[config.mk]
export PLATFORM = sky130hd
export DESIGN_NAME = controller
export DESIGN_NICKNAME = d
export VERILOG_FILES = /design/src/rtl/controller.sv
export SDC_FILE = /design/constraint.sdc
export NUM_CORES = 1
export LEC_CHECK = 0
export ABC_AREA = 1
export CORE_AREA = 2 2 39 41
export DETAILED_ROUTE_END_ITERATION = 10
export DIE_AREA = 0 0 41 43
export GPL_TIMING_DRIVEN = 0
export SYNTH_ARGS = -nofsm -noshare
export SYNTH_HDL_FRONTEND = slang
export SYNTH_SLANG_ARGS = --single-unit
[constraint.sdc]
create_clock -name clk -period 0.95 [get_ports clk]
set_input_delay 0.095 -clock clk [delete_from_list [all_inputs] [get_ports clk]]
set_output_delay 0.095 -clock clk [all_outputs]
set_load 0.01 [all_outputs]
[src/rtl/controller.sv]
// rtl/controller.sv - top-level sequencing FSM of the DSP accelerator chiplet
// Optional watchdog on the engine wait states: define CTRL_WATCHDOG_EN.
module controller #(
  parameter int TIMEOUT_CYCLES = 1024
) (
  input  logic clk,
  input  logic reset,
  input  logic ready_for_processing,
  input  logic fir_done,
  input  logic fft_done,
  input  logic config_mode,
  output logic start_fir,
  output logic start_fft,
  output logic start_dma_out,
`ifdef CTRL_WATCHDOG_EN
  output logic timeout_err,
`endif
  output logic processing_active
);

  localparam logic [2:0] IDLE      = 3'd0;
  localparam logic [2:0] START_FIR = 3'd1;
  localparam logic [2:0] WAIT_FIR  = 3'd2;
  localparam logic [2:0] START_FFT = 3'd3;
  localparam logic [2:0] WAIT_FFT  = 3'd4;
  localparam logic [2:0] DMA_OUT   = 3'd5;

  logic [2:0] current_state;
  logic [2:0] next_state;
  logic       timeout_hit;

`ifdef CTRL_WATCHDOG_EN
  localparam logic [15:0] TIMEOUT_LAST = 16'(TIMEOUT_CYCLES - 1);

  logic [15:0] wait_cnt;
  logic        in_wait;

  assign in_wait     = (current_state == WAIT_FIR) || (current_state == WAIT_FFT);
  assign timeout_hit = in_wait && (wait_cnt == TIMEOUT_LAST);

  // Every WAIT entry comes from its START state, so clearing there clears on entry.
  always_ff @(posedge clk or posedge reset) begin
    if (reset) begin
      wait_cnt <= 16'd0;
    end else if ((current_state == START_FIR) || (current_state == START_FFT)) begin
      wait_cnt <= 16'd0;
    end else if (in_wait) begin
      wait_cnt <= wait_cnt + 16'd1;
    end
  end

  always_ff @(posedge clk or posedge reset) begin
    if (reset) begin
      timeout_err <= 1'b0;
    end else if (in_wait && (next_state == IDLE)) begin
      timeout_err <= 1'b1;
    end
  end
`else
  assign timeout_hit = 1'b0;
`endif

  always_comb begin
    next_state = IDLE;
    case (current_state)
      IDLE: begin
        if (ready_for_processing) begin
          next_state = config_mode ? START_FFT : START_FIR;
        end
      end
      START_FIR: next_state = WAIT_FIR;
      START_FFT: next_state = WAIT_FFT;
      // A matching done on the timeout cycle still wins.
      WAIT_FIR: begin
        if (fir_done)         next_state = DMA_OUT;
        else if (timeout_hit) next_state = IDLE;
        else                  next_state = WAIT_FIR;
      end
      WAIT_FFT: begin
        if (fft_done)         next_state = DMA_OUT;
        else if (timeout_hit) next_state = IDLE;
        else                  next_state = WAIT_FFT;
      end
      DMA_OUT: next_state = IDLE;
      default: next_state = IDLE;
    endcase
  end

  always_ff @(posedge clk or posedge reset) begin
    if (reset) begin
      current_state <= IDLE;
    end else begin
      current_state <= next_state;
    end
  end

  assign start_fir         = (current_state == START_FIR);
  assign start_fft         = (current_state == START_FFT);
  assign start_dma_out     = (current_state == DMA_OUT);
  assign processing_active = (current_state != IDLE);

endmodule

== Word-level counts from Yosys, hierarchy flattened ==
Index checks and enable logic that the tools add are counted.

* Eq/ne operators: 5
* Mux-type cells: 5
* Reduce and logical (&&, ||, !) cells: 2

{| class="wikitable"
|+ Operator list
! operator !! count
|-
| 3-bit case mux with 5 select lines || 1
|-
| 3-bit by 2-bit == test with 1-bit output, second input constant || 2
|-
| 3-bit == test, second input constant || 2
|-
| 2-bit 2-to-1 mux || 2
|-
| 3-bit by 1-bit == test with 1-bit output, second input constant || 1
|-
| 3-bit logical NOT || 1
|-
| 3-bit 2-to-1 mux || 1
|-
| 3-bit nonzero test || 1
|-
| 1-bit 2-to-1 mux || 1
|}

* Register bits: 3
* Input port bits: 6
* Output and inout bits: 4
* Word-level logic and storage cells: 13

== Logic depth before layout (Yosys ltp) ==
* Depth in word-level cells: 3
* Depth in mapped cells: 4
* Mapped depth without buffers: 4

== Worst setup path after synthesis ==
No wires, ideal clock.

* Kind: reg-to-output
* Start: register current_state[2]
* End: output start_fft
* Data arrival time: 0.751 ns
* Data required time: 0.855 ns
* Path slack: 0.104 ns
* Stages on the path, launching flop included: 4
* Path buffers: 0
* Path through: dfrtp_1 -> nor2_4 -> inv_2 -> nor2_1

* Cells in the longest elaborated chain, start to end: 1

{| class="wikitable"
|+ RTL lines
! what !! line !! RTL
|-
| from (decl) || 28 || <nowiki>logic [2:0] current_state;</nowiki>
|-
| from (signal assigned) || 93 || <nowiki>current_state <= next_state;</nowiki>
|-
| 3-bit by 2-bit == test with 1-bit output || 98 || <nowiki>assign start_fft = (current_state == START_FFT);</nowiki>
|-
| to (decl) || 13 || <nowiki>output logic start_fft,</nowiki>
|}

Every way passes these cells.

== Final worst setup path ==
* Start: register current_state[1]
* End: output start_fft

The elaborated chain is that of the path after synthesis.

==> results.md <==
- Max-slew headroom: 0.910
- Yosys reg bits: 3
- Max_cap viols: 0
- Die area: 1760 um2
- ANT cells: 0
- Fin area: 378 um2
- Clock sinks: 3
- Critical path buffers and inverters: 4
- Synth top area cells: dfrtp_1 (37%), nand3_1 (15%), inv_1 (9.3%)
- Largest fanout on the critical path: 3
- FF-to-FF path depth: 5
- Pwr Total: 1.15 mW
- Outcome: finished with violations
- Kind of critical path: reg -> out
- Lkg Pwr: 0.195 nW
- Die Y: 43 um
- H-tree Lvls: 1
- Layout cells sized above 1: 0.522
- Area of the multi-input gates: 114 um2
- Area Growth Syn to Fin: 87.6%
- GP Congestion: 0.702
- Setup ws final: -233 ps
- Max Fclk: 845 MHz
- Chip width: 41 um
- Via count: 242
- Vias in the first global route: 250
- Detailed Place HPWL: 344 um
- RR Endpoint: current_state[0]
- Final std cells w/o fill: 62
- Tmin final: 1180 ps
- Final Cycle Share: 1.25
- Leading area contributor after synthesis: dfrtp_1
- Core Area: 1380 um2
- DR vias/cell: 3.90
- Mean routed wirelength per cell: 8.97 um
- Hold Worst Slack: 19.5 ps
- Max incr delay on CP: 350 ps
- Total GRT Usage: 0.0975
- Post-placement cell count: 54
- I/O pin total: 10
- Reg2reg setup slack: 10 ps
- Syn_nets: 35
- Final setup vio count: 4
- Commonest non-fill, non-tap cells in the layout: nand2_1 (5), clkdlybuf4s50_1 (5), inv_1 (4), nand3_1 (4), buf_2 (4)
- Crit end category: primary output
- Initial core utilization: 0.146
- Min-Delay Path Class: in -> async
- Row count: 14
- Root cell of the clock tree: clkbuf_4
- Critical Path RT: 850 ps
- Top reg by flops: current_state
- Syn Inst Count: 29
- CTS tree: done
- Critical Path AT: 1090 ps
- Area after DPL: 312 um2
- GRT Residual Overflow: 0
- CTS Buffer Depth: 2
- Antenna violations before repair: 0
- Drt pass-1 iters: 1
- CTS Buf Count: 3
- RSZ-0062 raised after global routing: true
- Critical Path Start Type: register
- Worst-path clk slew: 40 ps
- DR iter-0 viols: 0
- Routed Antenna Nets: 0
- Largest net degree at the start of global routing: 6
- Unique masters post-synth: 10
- Synthesized area: 201 um2
- Power Dens Cells: 3050 nW/um2
- Clock latency at the later pin of the worst-skew pair: 240 ps
- Cts hold-fix bufs: 0
- Top flop regs: current_state (3)
- Port-buffer cells: 9
- DRT Wirelength: 556 um
- Failing checks: negative setup slack
- TNS Setup: -792 ps
- Least-Margin Pin Slew: 135 ps
- Reg-to-reg startpoint: current_state[1]
- Slew Limit Fails: 0
- Area share of the largest cell type after synthesis: 0.373
- Critical path cell sequence: buf_6 > inv_4 > nor2_4 > inv_2 > nor2_1 > buf_2
- Register Area: 77.6 um2
- First-pass GRT wire length: 972 um
- DRC: 0
- Layout Nets: 53
- Worst Skew: 3.10 ps
- Layout Utilization: 0.273
- Worst path slowest cell: dfrtp_1
- Cell family with the largest share of critical-path delay: flip-flops
- Fill cells: 159
- Worst vdd ir: 0.000660 V
- Pre-CTS WS: -386 ps
- Hold Vio Cnt, Final: 0
- Syn_area_per_cell: 6.95 um2
- Synthesis warning total: 0
- Max reg flops: 3
- Sequential cell area fraction in the yosys report: 0.373
==> metal layers <==
layer	GRT usage	routed length (um)	share of wire	vias up
li1	-	-	-	121
met1	0.0806	172	0.31	112
met2	0.131	335	0.60	6
met3	0.0471	17	0.031	3
met4	0.140	30	0.054	0
met5	0	0	0	-
==> final cells by class <==
class / count / share of cell area
clock buffer: 4 / 0.0695
tap: 16 / 0.0530
multi-input combinational: 18 / 0.301
sequential: 3 / 0.205
timing repair buffer: 13 / 0.285
inverter: 8 / 0.0861
==> logic make-up after synthesis <==
family                 Yosys count  share of synthesized area
AO/OA/AOI/OAI                    1                     0.0435
buffers and inverters            8                      0.149
flip-flops                       3                      0.373
AND/OR/NAND/NOR                 17                      0.435
==> synthesized netlist by cell type, drive strengths merged <==
| library cell | instances |
|---|---|
| o21ai | 1 |
| inv | 8 |
| nand2 | 5 |
| nand3 | 6 |
| nor2 | 5 |
| nor3 | 1 |
| dfrtp | 3 |
==> where the power goes <==
part | internal (mW) | switching, mW | leakage (nW)
sequential | 0.191 | 0.0771 | 0.0356
combinational | 0.316 | 0.329 | 0.144
clock | 0.158 | 0.0816 | 0.0150
total | 0.665 | 0.488 | 0.195
==> worst max-delay path by stage <==
stage | from | endpoint | depth (start not counted)
finish | current_state[1] | start_fft | 6
CTS | current_state[1] | start_fft | 6
floorplan | current_state[2] | start_fft | 3
detailed placement | current_state[2] | start_fft | 4
global route | current_state[1] | start_fft | 6
global placement | current_state[2] | start_fft | 4
==> timing repair <==
item | in CTS | in global routing
gates cloned | 0 | 0
resized for setup | 22 | 4
pin swaps | 1 | 2
setup endpoints to repair | 4 | 7
buffers inserted | 3 | 1
Note: power is estimated with default switching activity, not from simulation.
